--- src/rtl/lutram_fifo_if.sv ---
// Valid/ready handshake bundle for lutram_fifo: write side (in_*) and read side (out_*).
// The FIFO takes the slave view; the producer/consumer logic takes the master view.
interface lutram_fifo_if #(
    parameter int WIDTH = 8
);
    logic [WIDTH-1:0] in_data;
    logic             in_valid;
    logic             in_ready;
    logic [WIDTH-1:0] out_data;
    logic             out_valid;
    logic             out_ready;

    modport master (
        output in_data, in_valid, out_ready,
        input  in_ready, out_data, out_valid
    );

    modport slave (
        input  in_data, in_valid, out_ready,
        output in_ready, out_data, out_valid
    );
endinterface

--- src/rtl/lutram_fifo.sv ---
// Single-clock FIFO on a generated array of 16x4 distributed RAMs (WIDTH/4 columns by
// DEPTH/16 banks) with a registered first-word-fall-through output stage.
module lutram_fifo #(
    parameter int WIDTH    = 8,
    parameter int DEPTH    = 32,
    parameter int AF_LEVEL = DEPTH - 2
) (
    input  logic                     clk,
    input  logic                     resetn,
    lutram_fifo_if.slave             bus,
    output logic [$clog2(DEPTH):0]   count,
    output logic                     almost_full
);
    localparam int AW    = $clog2(DEPTH);
    localparam int CW    = AW + 1;
    localparam int BANKS = DEPTH / 16;
    localparam int COLS  = WIDTH / 4;

    logic [AW-1:0]                  wr_ptr_q, wr_ptr_d;
    logic [AW-1:0]                  rd_ptr_q, rd_ptr_d;
    logic [CW-1:0]                  ram_cnt_q, ram_cnt_d;
    logic                           out_valid_q, out_valid_d;
    logic [WIDTH-1:0]               out_data_q, out_data_d;
    logic                           push, pop, load;
    logic [AW-1:0]                  wr_bank, rd_bank;
    logic [BANKS-1:0]               wre;
    logic [BANKS-1:0][WIDTH-1:0]    bank_rd;
    logic [WIDTH-1:0]               rd_word;

    assign count        = ram_cnt_q + CW'(out_valid_q);
    assign bus.in_ready = count < CW'(DEPTH);
    assign almost_full  = count >= CW'(AF_LEVEL);
    assign bus.out_data  = out_data_q;
    assign bus.out_valid = out_valid_q;

    assign push = bus.in_valid && bus.in_ready;
    assign pop  = out_valid_q && bus.out_ready;
    // The output register refills whenever it is empty or being drained this cycle.
    assign load = (ram_cnt_q != '0) && (!out_valid_q || bus.out_ready);

    assign wr_bank = wr_ptr_q >> 4;
    assign rd_bank = rd_ptr_q >> 4;

    for (genvar b = 0; b < BANKS; b++) begin : g_bank
        assign wre[b] = push && (wr_bank == AW'(b));
        for (genvar c = 0; c < COLS; c++) begin : g_col
            logic [3:0] mem [16];

            always_ff @(posedge clk) begin
                if (wre[b]) mem[wr_ptr_q[3:0]] <= bus.in_data[c*4 +: 4];
            end

            assign bank_rd[b][c*4 +: 4] = mem[rd_ptr_q[3:0]];
        end
    end

    always_comb begin
        rd_word = bank_rd[0];
        for (int b = 1; b < BANKS; b++) begin
            if (rd_bank == AW'(b)) rd_word = bank_rd[b];
        end
    end

    always_comb begin
        wr_ptr_d    = push ? wr_ptr_q + AW'(1) : wr_ptr_q;
        rd_ptr_d    = load ? rd_ptr_q + AW'(1) : rd_ptr_q;
        ram_cnt_d   = ram_cnt_q + CW'(push) - CW'(load);
        out_data_d  = load ? rd_word : out_data_q;
        out_valid_d = load || (out_valid_q && !pop);
    end

    always_ff @(posedge clk or negedge resetn) begin
        if (!resetn) begin
            wr_ptr_q    <= '0;
            rd_ptr_q    <= '0;
            ram_cnt_q   <= '0;
            out_valid_q <= 1'b0;
            out_data_q  <= '0;
        end else begin
            wr_ptr_q    <= wr_ptr_d;
            rd_ptr_q    <= rd_ptr_d;
            ram_cnt_q   <= ram_cnt_d;
            out_valid_q <= out_valid_d;
            out_data_q  <= out_data_d;
        end
    end
endmodule

--- src/flat_wrapper.sv ---
// flat-port wrapper written by rule: the top's interface ports become plain ports
module lutram_fifo_flat 
#(
    parameter int WIDTH    = 8,
    parameter int DEPTH    = 32,
    parameter int AF_LEVEL = DEPTH - 2
)
  (clk, resetn, count, almost_full, bus_in_data, bus_in_valid, bus_out_ready, bus_in_ready, bus_out_data, bus_out_valid);
  lutram_fifo_if #(.WIDTH(WIDTH)) bus_i ();
  input  logic clk;
  input  logic resetn;
  output logic [$clog2(DEPTH):0] count;
  output logic almost_full;
  input wire logic [$bits(bus_i.in_data)-1:0] bus_in_data;
  input wire logic [$bits(bus_i.in_valid)-1:0] bus_in_valid;
  input wire logic [$bits(bus_i.out_ready)-1:0] bus_out_ready;
  output wire logic [$bits(bus_i.in_ready)-1:0] bus_in_ready;
  output wire logic [$bits(bus_i.out_data)-1:0] bus_out_data;
  output wire logic [$bits(bus_i.out_valid)-1:0] bus_out_valid;
  assign bus_i.in_data = bus_in_data;
  assign bus_i.in_valid = bus_in_valid;
  assign bus_i.out_ready = bus_out_ready;
  assign bus_in_ready = bus_i.in_ready;
  assign bus_out_data = bus_i.out_data;
  assign bus_out_valid = bus_i.out_valid;
  lutram_fifo #(.WIDTH(WIDTH), .DEPTH(DEPTH), .AF_LEVEL(AF_LEVEL)) u_core (.clk(clk), .resetn(resetn), .bus(bus_i), .count(count), .almost_full(almost_full));
endmodule
--- config.mk ---
export PLATFORM = sky130hd
export DESIGN_NAME = lutram_fifo_flat
export DESIGN_NICKNAME = d
export VERILOG_FILES = /design/src/rtl/lutram_fifo_if.sv /design/src/rtl/lutram_fifo.sv /design/src/flat_wrapper.sv
export SDC_FILE = /design/constraint.sdc
export NUM_CORES = 1
export LEC_CHECK = 0
export ABC_AREA = 1
export CORE_ASPECT_RATIO = 1.2
export CORE_MARGIN = 2
export CORE_UTILIZATION = 45
export DETAILED_ROUTE_END_ITERATION = 6
export GPL_ROUTABILITY_DRIVEN = 0
export RECOVER_POWER = 100
export SKIP_CTS_REPAIR_TIMING = 1
export SLEW_MARGIN = 10
export SYNTH_ARGS = -nofsm -noshare
export SYNTH_HDL_FRONTEND = slang
export SYNTH_SLANG_ARGS = --single-unit
--- constraint.sdc ---
create_clock -name clk -period 4 [get_ports clk]
set_input_delay 0.8 -clock clk [delete_from_list [all_inputs] [get_ports clk]]
set_output_delay 0.8 -clock clk [all_outputs]
set_load 0.01 [all_outputs]
==> tab_implementation.tex, run 1 <==
\begin{tabular}{lr}
\hline
Metric & Value \\
\hline
\multicolumn{2}{l}{\textbf{Outcome}} \\
Outcome & complete, but fails checks \\
Violated checks & max-capacitance violations, max-slew violations \\
\multicolumn{2}{l}{\textbf{Synth}} \\
Gate count of the mapped netlist & 1166 \\
Seq cells post-synth & 281 \\
Total of warnings raised by yosys & 0 \\
Average size of a mapped cell & 10.5 sq um \\
Portion of the post-synthesis area used by sequential elements & 0.678 \\
Netlist cell types & 25 \\
Mapped Area & 0.0123 sq mm \\
Synthesized net count & 1197 \\
\multicolumn{2}{l}{\textbf{Setup path}} \\
Worst path max stage delay & 1.40 ns \\
FF-to-FF path depth & 10 \\
Buffering stage count on the worst path with inverters included & 2 \\
Required time at the endpoint of the critical path & 4.42 ns \\
Count of cell instances traversed by the critical path & 10 \\
Arrival time of data at the critical path endpoint & 3.78 ns \\
Reg2Reg Setup Slack & 0.64 ns \\
Top cell family by delay on the critical path & flip-flops \\
Cell type of the slowest stage on the worst timing path & dfrtp\_2 \\
Start-to-end type of the worst setup path & reg2reg \\
Endpoint type of the worst setup path & flop \\
Critical path cell sequence & clkinv\_2, buf\_2, nand2\_1, nand3\_1, nand3\_1, nand2\_1, nor2\_1, nand2\_1, nand3\_1, nand2\_1 \\
Top fanout value on the critical path & 82 \\
Worst path most repeated cell & nand2\_1 \\
Critical Path Source Type & flop \\
\multicolumn{2}{l}{\textbf{Route}} \\
Via count & 7757 \\
DR DRC count & 0 \\
Number of design-rule violations left by the first detailed-router iteration & 512 \\
Vias/cell & 5.01 \\
DR pass1 iterations & 5 \\
Routed wire per std cell & 17.9 um \\
Antenna Violating Nets Remaining & 0 \\
Total routed wirelength & 27700 um \\
\multicolumn{2}{l}{\textbf{CTS}} \\
Root Buffer & clkbuf\_16 \\
Clock tree from TritonCTS & built \\
Post-CTS clock slew at the launch and capture registers of the worst setup and hold paths & 0.06 ns \\
Maximum root-to-sink buffer count & 3 \\
H-tree depth & 1 \\
Number of clock sinks seen by CTS & 281 \\
Clock latency at the later pin of the worst-skew pair & 0.53 ns \\
Number of buffers inserted during clock tree synthesis & 27 \\
\multicolumn{2}{l}{\textbf{Global route}} \\
Routing usage on met3 & 0.0290 \\
Global route overflow & 0 \\
Global-route wire length before repair & 43400 um \\
Vias in the first global route & 7561 \\
Total routing usage reported by global routing & 0.200 \\
Maximum number of pins on one net before global-route repair & 83 \\
Met2 usage in global routing & 0.331 \\
Number of antenna violations at the first check in global routing & 0 \\
Most crowded layer after global routing & met2 \\
M1 GR Usage & 0.277 \\
\multicolumn{2}{l}{\textbf{Timing}} \\
Slew of the pin with the lowest slew margin & 1.88 ns \\
Worst rel slew slack & -0.253 \\
Setup\_tns & 0 ns \\
Final clock skew & 0.0177 ns \\
Number of hold violations in the final report & 0 \\
Time the worst path needs with I/O delays and setup & 3.36 ns \\
Share of the cycle needed by the critical path after routing & 0.840 \\
Number of setup violations in the final report & 0 \\
RSZ-0062 raised after global routing & false \\
Pins over their slew limit & 347 \\
Fmax achieved & 298 MHz \\
\multicolumn{2}{l}{\textbf{Floorplan}} \\
Starting density of the core & 0.455 \\
Area of the core & 0.0269 sq mm \\
Die Y-Extent & 185 um \\
Number of cell rows & 66 \\
Die area & 0.0286 sq mm \\
Die outline width & 155 um \\
Boundary Pins & 29 \\
\multicolumn{2}{l}{\textbf{Final layout}} \\
Area Overhead vs Synth & 11.2\% \\
Non-filler cells in the finished layout & 1549 \\
Number of fillers in the final layout & 2425 \\
Share of post-route cells with drive strength above 1 & 0.0422 \\
Area occupied by multi-input gates & 0.00311 sq mm \\
Layout net count & 1222 \\
Core utilization of the finished layout & 0.506 \\
Total inserted antenna cells & 0 \\
Footprint of the flip-flops and latches & 0.00832 sq mm \\
\multicolumn{2}{l}{\textbf{Power and ir drop}} \\
Static leakage & 0.00549 uW \\
Pwr dens & 697 mW/mm\^{}2 \\
Maximum ir drop on the vdd rail & 0.332 mV \\
\multicolumn{2}{l}{\textbf{Hold path}} \\
Path class of the lowest-slack min-delay path & reg2reg \\
Hold Crit Depth & 2 \\
\multicolumn{2}{l}{\textbf{Placement}} \\
Detailed-placement wirelength estimate & 16600 um \\
Cells after DPL & 1502 \\
Port bufs & 28 \\
\multicolumn{2}{l}{\textbf{Run}} \\
Number of maximum-capacitance violations & 9 \\
\hline
\end{tabular}
-- state kept, by name (all words and copies together) (netlist names) --
signal and count:
u_core.ram_cnt_q 6, u_core.rd_ptr_q 5, u_core.wr_ptr_q 5, u_core.bus.out_data 8
u_core.g_bank.g_col.mem 256, u_core.bus.out_valid 1
-- through the flow --
stage	power (uW)	hold slack (ns)	worst slack [ns]	cell area, sq um
final	9500	0.472	0.639	13600
after global routing	10100	0.509	0.317	13600
after CTS	9610	0.483	0.698	13700
after detailed placement	7080	0.466	0.815	12800
after global placement	7060	0.468	0.862	12800
after floorplan	6020	0.504	1.37	12300
-- routing by layer --
layer / share of wire / vias up / wire (um)
met4: 0.024 / 0 / 653
met5: 0 / - / 0
met1: 0.45 / 3614 / 12300
met2: 0.47 / 225 / 13100
met3: 0.057 / 53 / 1570
li1: - / 3865 / -
-- Yosys cell counts (all sizes together) --
cell    count  area (sq um)
nand2     377          1430
nand3b      1          7.51
nor3        6          30.0
inv       134           503
edfxtp    256          7690
clkbuf     10          37.5
xnor2       1          8.76
fa          1          20.0
dfrtp      25           626
nor2       78           293
o21ai      13          65.1
a21oi      18          90.1
nand3     164           821
xor2       14           130
clkinv      3          11.3
buf        45           258
nand4       2          12.5
ha         18           225
-- power breakdown --
part | total, uW | internal (uW) | switching, uW | leakage (uW)
clock network | 2530 | 1480 | 1050 | 0.000428
registers | 3740 | 3460 | 281 | 0.00259
logic | 3220 | 1040 | 2180 | 0.00247
total | 9500 | 5990 | 3510 | 0.00549
-- cell type report --
cell class	count	area share
clock inverters	17	0.0133
multi-input cells	693	0.228
clock buffers	30	0.0504
well taps	340	0.0312
flip-flops and latches	281	0.610
repair buffers	51	0.0287
inverters	137	0.0378
-- cell families (layout without fill, tap and decap cells) --
family | count (synthesis) | count (layout) | synth area share
XOR/XNOR | 15 | 15 | 0.0113
AO/OA/AOI/OAI | 31 | 31 | 0.0127
AND/OR/NAND/NOR | 628 | 628 | 0.212
adder cells (fa/ha/maj) | 19 | 19 | 0.0200
flip-flops | 281 | 281 | 0.678
buffers and inverters | 192 | 235 | 0.0660
-- tightest hold or removal path, stage by stage, from the launching register on --
cell     delay, ns
dfrtp_1       0.34
nand2_1       0.05
nand2_1       0.05
-- final timing paths --
check                                  startpoint                endpoint
max                            u_core.rd_ptr_q[0]  u_core.bus.out_data[4]
min                        u_core.bus.out_data[3]  u_core.bus.out_data[3]
max reg2reg                    u_core.rd_ptr_q[0]  u_core.bus.out_data[4]
min reg2reg                u_core.bus.out_data[3]  u_core.bus.out_data[3]
max in group asynchronous                  resetn      u_core.rd_ptr_q[0]
min in group asynchronous                  resetn      u_core.wr_ptr_q[1]
-- placed cells by master (no fill, tap or decap) --
| master | n |
|---|---|
| nand3_1 | 164 |
| a21oi_1 | 18 |
| nand4_1 | 2 |
| o21ai_0 | 13 |
| buf_2 | 1 |
| fa_1 | 1 |
| buf_4 | 6 |
| inv_2 | 2 |
| dfrtp_2 | 2 |
| clkbuf_1 | 19 |
| inv_1 | 131 |
| ha_1 | 18 |
| clkinvlp_4 | 1 |
| xnor2_1 | 1 |
| xor2_1 | 14 |
| clkbuf_16 | 27 |
| nand2_1 | 377 |
| dfrtp_1 | 23 |
| nor2_1 | 78 |
| bufinv_16 | 4 |
| dlygate4sd3_1 | 26 |
| edfxtp_1 | 256 |
| clkinv_2 | 8 |
| clkinv_1 | 8 |
| nand3b_1 | 1 |
| nor3_1 | 6 |
| clkdlybuf4s50_1 | 2 |
(Power assumes the default switching activity.)
==> run 2, diff against run 1 <==
==> constraint.sdc (replaced) <==
create_clock -name clk -period 3.1 [get_ports clk]
set_input_delay 0.62 -clock clk [delete_from_list [all_inputs] [get_ports clk]]
set_output_delay 0.62 -clock clk [all_outputs]
set_load 0.01 [all_outputs]
==> run 2 against run 1 <==
  * Combinational power rose by 37%
  * Via count rose by 1.7%
  * Final cell count rose by 0.65%
  * Clock power rose by 38%
  * Worst hold slack got worse by 0.0090 ns
  * Sequential power rose by 25%
  * Sequential share of layout area fell by 0.75 points
  * Power rose by 32%
  * The flow still finishes with violations (max-capacitance violations, max-slew violations)
  * Global-route usage rose by 0.29 points
  * Die area did not move
  * Worst setup slack got worse by 0.43 ns
==> tab_implementation.tex, run 2 (synthesized netlist as in run 1, its figures left out) <==
\begin{tabular}{lr}
\hline
Metric & Value \\
\hline
\multicolumn{2}{l}{\textbf{Outcome}} \\
Outcome & complete, but fails checks (unchanged) \\
Violated checks & max-capacitance violations, max-slew violations (unchanged) \\
\multicolumn{2}{l}{\textbf{Final layout}} \\
Top library cells by usage in the layout, fill and taps aside & nand2\_1 (375), edfxtp\_1 (256), nand3\_1 (164), inv\_1 (131), nor2\_1 (78) (was nand2\_1 (377), edfxtp\_1 (256), nand3\_1 (164), inv\_1 (131), nor2\_1 (78)) \\
Layout net count & 1229 (was 1222) \\
Final design area excluding fillers & 0.0138 sq mm (was 0.0136 sq mm) \\
Number of fillers in the final layout & 2392 (was 2425) \\
Most common library cell in the layout ignoring fill and taps & nand2\_1 (unchanged) \\
Area Overhead vs Synth & 12.6\% (was 11.2\%) \\
Flip-flop count of the largest register after layout & 256 (unchanged) \\
Total inserted antenna cells & 0 (unchanged) \\
Non-filler cells in the finished layout & 1559 (was 1549) \\
Share of post-route cells with drive strength above 1 & 0.0492 (was 0.0422) \\
\multicolumn{2}{l}{\textbf{Floorplan}} \\
Die Y-Extent & 185 um (unchanged) \\
Number of cell rows & 66 (unchanged) \\
Boundary Pins & 29 (unchanged) \\
Area of the core & 0.0269 sq mm (unchanged) \\
Starting density of the core & 0.455 (unchanged) \\
Die outline width & 155 um (unchanged) \\
Die area & 0.0286 sq mm (unchanged) \\
\multicolumn{2}{l}{\textbf{Placement}} \\
Port bufs & 28 (unchanged) \\
Cells after DPL & 1508 (was 1502) \\
Pre-CTS setup slack & 0.331 ns (was 0.815 ns) \\
Detailed-placement wirelength estimate & 17100 um (was 16600 um) \\
Total cell area at the placement stage & 0.0129 sq mm (was 0.0128 sq mm) \\
\multicolumn{2}{l}{\textbf{Power and ir drop}} \\
Portion of total power attributed to the clock network & 0.277 (was 0.267) \\
Pwr Total & 12600 uW (was 9500 uW) \\
Maximum ir drop on the vdd rail & 0.627 mV (was 0.332 mV) \\
Switching power share of the total & 0.366 (was 0.370) \\
Net switching power figure & 4600 uW (was 3510 uW) \\
Pwr dens & 911 mW/mm\^{}2 (was 697 mW/mm\^{}2) \\
Static leakage & 0.00557 uW (was 0.00549 uW) \\
Combinational share of power & 0.351 (was 0.339) \\
Share of power burned in registers & 0.372 (was 0.394) \\
Internal power of the cells & 7970 uW (was 5990 uW) \\
\multicolumn{2}{l}{\textbf{Global route}} \\
Total routing usage reported by global routing & 0.203 (was 0.200) \\
Maximum number of pins on one net before global-route repair & 139 (was 83) \\
Vias in the first global route & 7846 (was 7561) \\
Number of antenna violations at the first check in global routing & 0 (unchanged) \\
Global-route wire length before repair & 43600 um (was 43400 um) \\
Global route overflow & 0 (unchanged) \\
\multicolumn{2}{l}{\textbf{Setup path}} \\
Arrival time of data at the critical path endpoint & 2.27 ns (was 3.78 ns) \\
Required time at the endpoint of the critical path & 2.48 ns (was 4.42 ns) \\
Critical path origin & u\_core.ram\_cnt\_q[3] (was u\_core.rd\_ptr\_q[0]) \\
Endpoint type of the worst setup path & output pin (was flop) \\
Worst setup path endpoint & bus\_in\_ready (was u\_core.bus.out\_data[4]) \\
Reg-to-reg endpoint & u\_core.g\_bank[0].g\_col[0].mem[13][1] (was u\_core.bus.out\_data[4]) \\
Start-to-end type of the worst setup path & reg2out (was reg2reg) \\
FF-to-FF path depth & 8 (was 10) \\
Top fanout value on the critical path & 5 (was 82) \\
Reg2Reg Setup Slack & 0.34 ns (was 0.64 ns) \\
R2r startpoint & u\_core.ram\_cnt\_q[3] (was u\_core.rd\_ptr\_q[0]) \\
Critical Path Source Type & flop (unchanged) \\
\multicolumn{2}{l}{\textbf{Timing}} \\
Final clock skew & 0.0137 ns (was 0.0177 ns) \\
RSZ-0062 raised after global routing & false (unchanged) \\
Share of the cycle needed by the critical path after routing & 0.933 \\
Slew of the pin with the lowest slew margin & 2.08 ns (was 1.88 ns) \\
Worst rel slew slack & -0.387 (was -0.253) \\
Setup ws final & 0.207 ns (was 0.639 ns) \\
Number of hold violations in the final report & 0 (unchanged) \\
Time the worst path needs with I/O delays and setup & 2.89 ns \\
Pins over their slew limit & 264 (was 347) \\
Worst slack on hold paths & 0.463 ns (was 0.472 ns) \\
Fmax achieved & 346 MHz \\
Number of setup violations in the final report & 0 (unchanged) \\
\multicolumn{2}{l}{\textbf{Route}} \\
Total routed wirelength & 28100 um (was 27700 um) \\
Vias/cell & 5.06 (was 5.01) \\
DR pass1 iterations & 5 (unchanged) \\
DR DRC count & 0 (unchanged) \\
Via count & 7886 (was 7757) \\
Number of design-rule violations left by the first detailed-router iteration & 510 (was 512) \\
Routed wire per std cell & 18.0 um (was 17.9 um) \\
Antenna Violating Nets Remaining & 0 (unchanged) \\
\multicolumn{2}{l}{\textbf{CTS}} \\
Clock tree from TritonCTS & built (unchanged) \\
Root Buffer & clkbuf\_16 (unchanged) \\
H-tree depth & 1 (unchanged) \\
Number of clock sinks seen by CTS & 281 (unchanged) \\
Clock latency at the later pin of the worst-skew pair & 0.54 ns (was 0.53 ns) \\
Number of buffers inserted during clock tree synthesis & 28 (was 27) \\
Post-CTS clock slew at the launch and capture registers of the worst setup and hold paths & 0.06 ns (about the same) \\
Maximum root-to-sink buffer count & 3 (unchanged) \\
\multicolumn{2}{l}{\textbf{Hold path}} \\
Path class of the lowest-slack min-delay path & in2async (was reg2reg) \\
\multicolumn{2}{l}{\textbf{Run}} \\
Number of maximum-capacitance violations & 8 (was 9) \\
\hline
\end{tabular}
run 2: final cells by class:
| cell class | instances | area [sq um] | area share |
|---|---|---|---|
| clock inverters | 19 | 224 | 0.0162 |
| well taps | 340 | 425 | 0.0308 |
| multi-input cells | 693 | 3130 | 0.227 |
| repair buffers | 57 | 445 | 0.0323 |
| flip-flops and latches | 281 | 8320 | 0.603 |
| clock buffers | 32 | 737 | 0.0534 |
| inverters | 137 | 515 | 0.0374 |
run 2: routing by layer:
layer,up-vias,global-route usage,part of all wire
li1,3886,-,-
met1,3685,0.258,0.41
met2,247,0.352,0.49
met3,68,0.0285,0.057
met4,0,0.0811,0.036
met5,-,0,0
run 2: how the worst min path moves through the flow:
stage | start | endpoint | slack (ns) | cells past startpoint
6_report | resetn | u_core.wr_ptr_q[0] | 0.46 | 1
5_1_grt | resetn | u_core.wr_ptr_q[0] | 0.50 | 1
4_1_cts | resetn | u_core.wr_ptr_q[0] | 0.40 | 1
3_5_place_dp | u_core.bus.out_data[0] | u_core.bus.out_data[0] | 0.47 | 2
3_3_place_gp | u_core.bus.out_data[0] | u_core.bus.out_data[0] | 0.46 | 2
2_1_floorplan | resetn | u_core.bus.out_data[0] | 0.32 | 0
run 2: power by group through the flow:
| stage | logic, uW | clock network, uW | registers (uW) |
|---|---|---|---|
| 2_1_floorplan | 3080 | 0 | 4690 |
| 3_3_place_gp | 4430 | 0 | 4730 |
| 3_5_place_dp | 4470 | 0 | 4750 |
| 4_1_cts | 4490 | 3540 | 4670 |
| 5_1_grt | 4980 | 3670 | 4710 |
| 6_report | 4410 | 3480 | 4670 |
run 2: through the flow:
step | util | setup TNS [ns]
final | 0.513 | 0
after global routing | 0.513 | 0
after CTS | 0.516 | -0.0549
after detailed placement | 0.480 | 0
after global placement | 0.480 | 0
after floorplan | - | 0
run 2: critical path: stages, from the launching register on:
cell and delay [ns]:
dfrtp_1 0.45, ha_1 0.23, nand3_1 0.09, xor2_1 0.31, dlygate4sd3_1 0.66
==> run 3, diff against run 2 <==
--- a/config.mk
+++ b/config.mk
@@ -5,7 +5,7 @@
 export SDC_FILE = /design/constraint.sdc
 export NUM_CORES = 1
 export LEC_CHECK = 0
-export ABC_AREA = 1
+export ABC_AREA = 0
 export CORE_ASPECT_RATIO = 1.2
 export CORE_MARGIN = 2
 export CORE_UTILIZATION = 45
==> run 3 against run 2 <==
  * The run still ends with max-capacitance violations, max-slew violations left
  * Via count decreased by 27%
  * Synthesized area decreased by 6.9%
  * Worst setup slack got worse by 0.051 ns
  * Clock-buffer cell count increased by 5
  * Largest cell class unchanged
==> tab_implementation.tex, run 3 <==
\begin{tabular}{lr}
\hline
Metric & Value \\
\hline
\multicolumn{2}{l}{\textbf{Outcome}} \\
Outcome & complete, but fails checks (unchanged) \\
Violated checks & max-capacitance violations, max-slew violations (unchanged) \\
\multicolumn{2}{l}{\textbf{CTS}} \\
Maximum root-to-sink buffer count & 3 (unchanged) \\
Number of clock sinks seen by CTS & 281 (unchanged) \\
H-tree depth & 1 (unchanged) \\
Clock tree from TritonCTS & built (unchanged) \\
Root Buffer & clkbuf\_16 (unchanged) \\
Clock latency at the later pin of the worst-skew pair & 0.54 ns (about the same) \\
Number of buffers inserted during clock tree synthesis & 27 (was 28) \\
Post-CTS clock slew at the launch and capture registers of the worst setup and hold paths & 0.06 ns (about the same) \\
\multicolumn{2}{l}{\textbf{Setup path}} \\
Start-to-end type of the worst setup path & reg2out (unchanged) \\
Required time at the endpoint of the critical path & 2.48 ns (about the same) \\
Arrival time of data at the critical path endpoint & 2.32 ns (was 2.27 ns) \\
Critical Path Source Type & flop (unchanged) \\
Worst path max stage delay & 0.62 ns (was 0.66 ns) \\
R2r startpoint & u\_core.ram\_cnt\_q[2] (was u\_core.ram\_cnt\_q[3]) \\
Reg2Reg Setup Slack & 0.26 ns (was 0.34 ns) \\
Top fanout value on the critical path & 5 (unchanged) \\
Endpoint type of the worst setup path & output pin (unchanged) \\
FF-to-FF path depth & 7 (was 8) \\
Critical path cell sequence & ha\_1, nand3\_1, xnor2\_2, inv\_1, dlygate4sd3\_1 (was ha\_1, nand3\_1, xor2\_1, dlygate4sd3\_1) \\
Reg-to-reg endpoint & u\_core.g\_bank[1].g\_col[0].mem[10][1] (was u\_core.g\_bank[0].g\_col[0].mem[13][1]) \\
Cell type of the slowest stage on the worst timing path & dlygate4sd3\_1 (unchanged) \\
\multicolumn{2}{l}{\textbf{Synth}} \\
Mapped Area & 0.0114 sq mm (was 0.0123 sq mm) \\
Portion of the post-synthesis area used by sequential elements & 0.728 (was 0.678) \\
Xor and xnor fraction of the mapped netlist area & 0.0115 (was 0.0113) \\
Synthesized net count & 640 (was 1197) \\
Proportion of netlist area held by the largest area contributor & 0.674 (was 0.627) \\
Ranking of synthesized cells by area & edfxtp\_1 (67\%), mux4\_2 (7.7\%), mux2i\_1 (5.6\%) (was edfxtp\_1 (63\%), nand2\_1 (11\%), nand3\_1 (6.7\%)) \\
Commonest register cell after synthesis & edfxtp\_1 (unchanged) \\
Gate count of the mapped netlist & 609 (was 1166) \\
Total of warnings raised by yosys & 0 (unchanged) \\
Mux share of post-synthesis cell area & 0.138 (was 0) \\
Adder-cell area share of the yosys netlist & 0.0215 (was 0.0200) \\
Seq cells post-synth & 281 (unchanged) \\
Synthesized-area fraction occupied by ao, oa, aoi and oai cells & 0.0339 (was 0.0127) \\
Dominant combinational cell family by area after synthesis & multiplexers (was simple AND/OR/NAND/NOR gates) \\
Simple-gate portion of the synthesized area & 0.0408 (was 0.212) \\
Netlist cell types & 43 (was 25) \\
Proportion of synthesized flip-flops having asynchronous set or reset & 0.0890 (unchanged) \\
Average size of a mapped cell & 18.7 sq um (was 10.5 sq um) \\
Top cell type by total area after synthesis & edfxtp\_1 (unchanged) \\
EDFF count, synth & 256 (unchanged) \\
Most common cell in the netlist & edfxtp\_1 (was nand2\_1) \\
Post-synth top cells & edfxtp\_1 (256), mux2i\_1 (64), nor2\_1 (44) (was nand2\_1 (374), edfxtp\_1 (256), nand3\_1 (164)) \\
\multicolumn{2}{l}{\textbf{Route}} \\
Total routed wirelength & 23000 um (was 28100 um) \\
DR pass1 iterations & 4 (was 5) \\
Vias/cell & 5.54 (was 5.06) \\
Antenna Violating Nets Remaining & 0 (unchanged) \\
Via count & 5730 (was 7886) \\
Routed wire per std cell & 22.2 um (was 18.0 um) \\
Number of design-rule violations left by the first detailed-router iteration & 369 (was 510) \\
DR DRC count & 0 (unchanged) \\
\multicolumn{2}{l}{\textbf{Floorplan}} \\
Boundary Pins & 29 (unchanged) \\
Number of cell rows & 63 (was 66) \\
Die Y-Extent & 178 um (was 185 um) \\
Die outline width & 149 um (was 155 um) \\
Starting density of the core & 0.460 (was 0.455) \\
Die area & 0.0267 sq mm (was 0.0286 sq mm) \\
Area of the core & 0.0248 sq mm (was 0.0269 sq mm) \\
\multicolumn{2}{l}{\textbf{Timing}} \\
Slew of the pin with the lowest slew margin & 1.63 ns (was 2.08 ns) \\
Pins over their slew limit & 158 (was 264) \\
RSZ-0062 raised after global routing & false (unchanged) \\
Worst rel slew slack & -0.0888 (was -0.387) \\
Share of the cycle needed by the critical path after routing & 0.950 (was 0.933) \\
Worst slack on hold paths & 0.507 ns (was 0.463 ns) \\
Time the worst path needs with I/O delays and setup & 2.94 ns (was 2.89 ns) \\
Fmax achieved & 340 MHz (was 346 MHz) \\
Setup\_tns & 0 ns (unchanged) \\
Number of hold violations in the final report & 0 (unchanged) \\
Final clock skew & 0.0127 ns (was 0.0137 ns) \\
Number of setup violations in the final report & 0 (unchanged) \\
\multicolumn{2}{l}{\textbf{Global route}} \\
Total routing usage reported by global routing & 0.179 (was 0.203) \\
Vias in the first global route & 5955 (was 7846) \\
Maximum number of pins on one net before global-route repair & 42 (was 139) \\
Global route overflow & 0 (unchanged) \\
Global-route wire length before repair & 35600 um (was 43600 um) \\
Number of antenna violations at the first check in global routing & 0 (unchanged) \\
\multicolumn{2}{l}{\textbf{Power and ir drop}} \\
Pwr Total & 11500 uW (was 12600 uW) \\
Maximum ir drop on the vdd rail & 0.403 mV (was 0.627 mV) \\
Static leakage & 0.00443 uW (was 0.00557 uW) \\
Pwr dens & 883 mW/mm\^{}2 (was 911 mW/mm\^{}2) \\
\multicolumn{2}{l}{\textbf{Final layout}} \\
Area occupied by multi-input gates & 0.00282 sq mm (was 0.00313 sq mm) \\
Number of fillers in the final layout & 2051 (was 2392) \\
Share of post-route cells with drive strength above 1 & 0.148 (was 0.0492) \\
Total inserted antenna cells & 0 (unchanged) \\
Flip-flop count of the largest register after layout & 256 (unchanged) \\
Top library cells by usage in the layout, fill and taps aside & edfxtp\_1 (256), mux2i\_1 (64), clkbuf\_1 (46), nor2\_1 (44), mux4\_2 (39) (was nand2\_1 (375), edfxtp\_1 (256), nand3\_1 (164), inv\_1 (131), nor2\_1 (78)) \\
Area Overhead vs Synth & 14.4\% (was 12.6\%) \\
Most common library cell in the layout ignoring fill and taps & edfxtp\_1 (was nand2\_1) \\
Footprint of the flip-flops and latches & 0.00832 sq mm (unchanged) \\
Layout net count & 720 (was 1229) \\
\multicolumn{2}{l}{\textbf{Run}} \\
Number of maximum-capacitance violations & 5 (was 8) \\
\multicolumn{2}{l}{\textbf{Hold path}} \\
End point of the worst hold path & u\_core.rd\_ptr\_q[4] \\
Hold Crit Depth & 1 \\
Min-delay src & u\_core.rd\_ptr\_q[4] \\
Path class of the lowest-slack min-delay path & reg2reg (was in2async) \\
\multicolumn{2}{l}{\textbf{Placement}} \\
Port bufs & 28 (unchanged) \\
Detailed-placement wirelength estimate & 14700 um (was 17100 um) \\
\hline
\end{tabular}
[run 3: report_power, final]
group	internal, uW	total (uW)	leakage (uW)	switching [uW]
clock	1970	3310	0.000451	1340
sequential	4460	4960	0.00259	499
combinational	1630	3270	0.00139	1640
total	8060	11500	0.00443	3470
[run 3: cell families after synthesis]
group,Yosys count
DFF,281
xor gates and xnor gates,15
buffers and inverters,46
adders and majority gates,19
AOI/OAI and AO/OA,47
muxes,107
and+or+nand+nor,94
[run 3: worst max-delay path by stage]
| stage | from | end | slack, ns | cells past startpoint |
|---|---|---|---|---|
| floorplan | u_core.ram_cnt_q[2] | u_core.ram_cnt_q[5] | 0.41 | 12 |
| global placement | bus_out_ready | u_core.ram_cnt_q[5] | 0.30 | 10 |
| detailed placement | bus_out_ready | u_core.ram_cnt_q[5] | 0.20 | 10 |
| CTS | u_core.ram_cnt_q[2] | bus_in_ready | 0.04 | 4 |
| global route | u_core.bus.out_valid | almost_full | 0.009 | 7 |
| finish | u_core.ram_cnt_q[2] | count[5] | 0.16 | 5 |
[run 3: cell type report]
type,count,area share
flip-flops and latches,281,0.637
multi-input cells,282,0.216
clock buffers,37,0.0584
repair buffers,82,0.0423
well taps,325,0.0311
clock inverters,13,0.0111
inverters,15,0.00431
[run 3: stage by stage]
step,setup slack (ns),cells,utilization,cell area [sq um]
after CTS,0.0378,1033,0.531,13200
final,0.156,1035,0.526,13100
after global routing,0.00935,1035,0.526,13100
after floorplan,0.411,609,-,11400
after detailed placement,0.198,983,0.495,12300
after global placement,0.296,983,0.495,12300
[run 3: worst max-delay path, delay by kind of cell, from the launching register on]
kind | cells | cell delay, ns
simple gates | 1 | 0.12
xor+xnor | 1 | 0.32
flops | 1 | 0.45
fa+ha+maj | 1 | 0.21
buf+inv | 2 | 0.69
[run 3: per-layer routing]
metal | part of all wire | vias to the layer above | GRT usage
met2 | 0.50 | 119 | 0.303
li1 | - | 2588 | -
met4 | 0.029 | 0 | 0.0599
met3 | 0.031 | 36 | 0.0228
met1 | 0.44 | 2987 | 0.242
met5 | 0 | - | 0
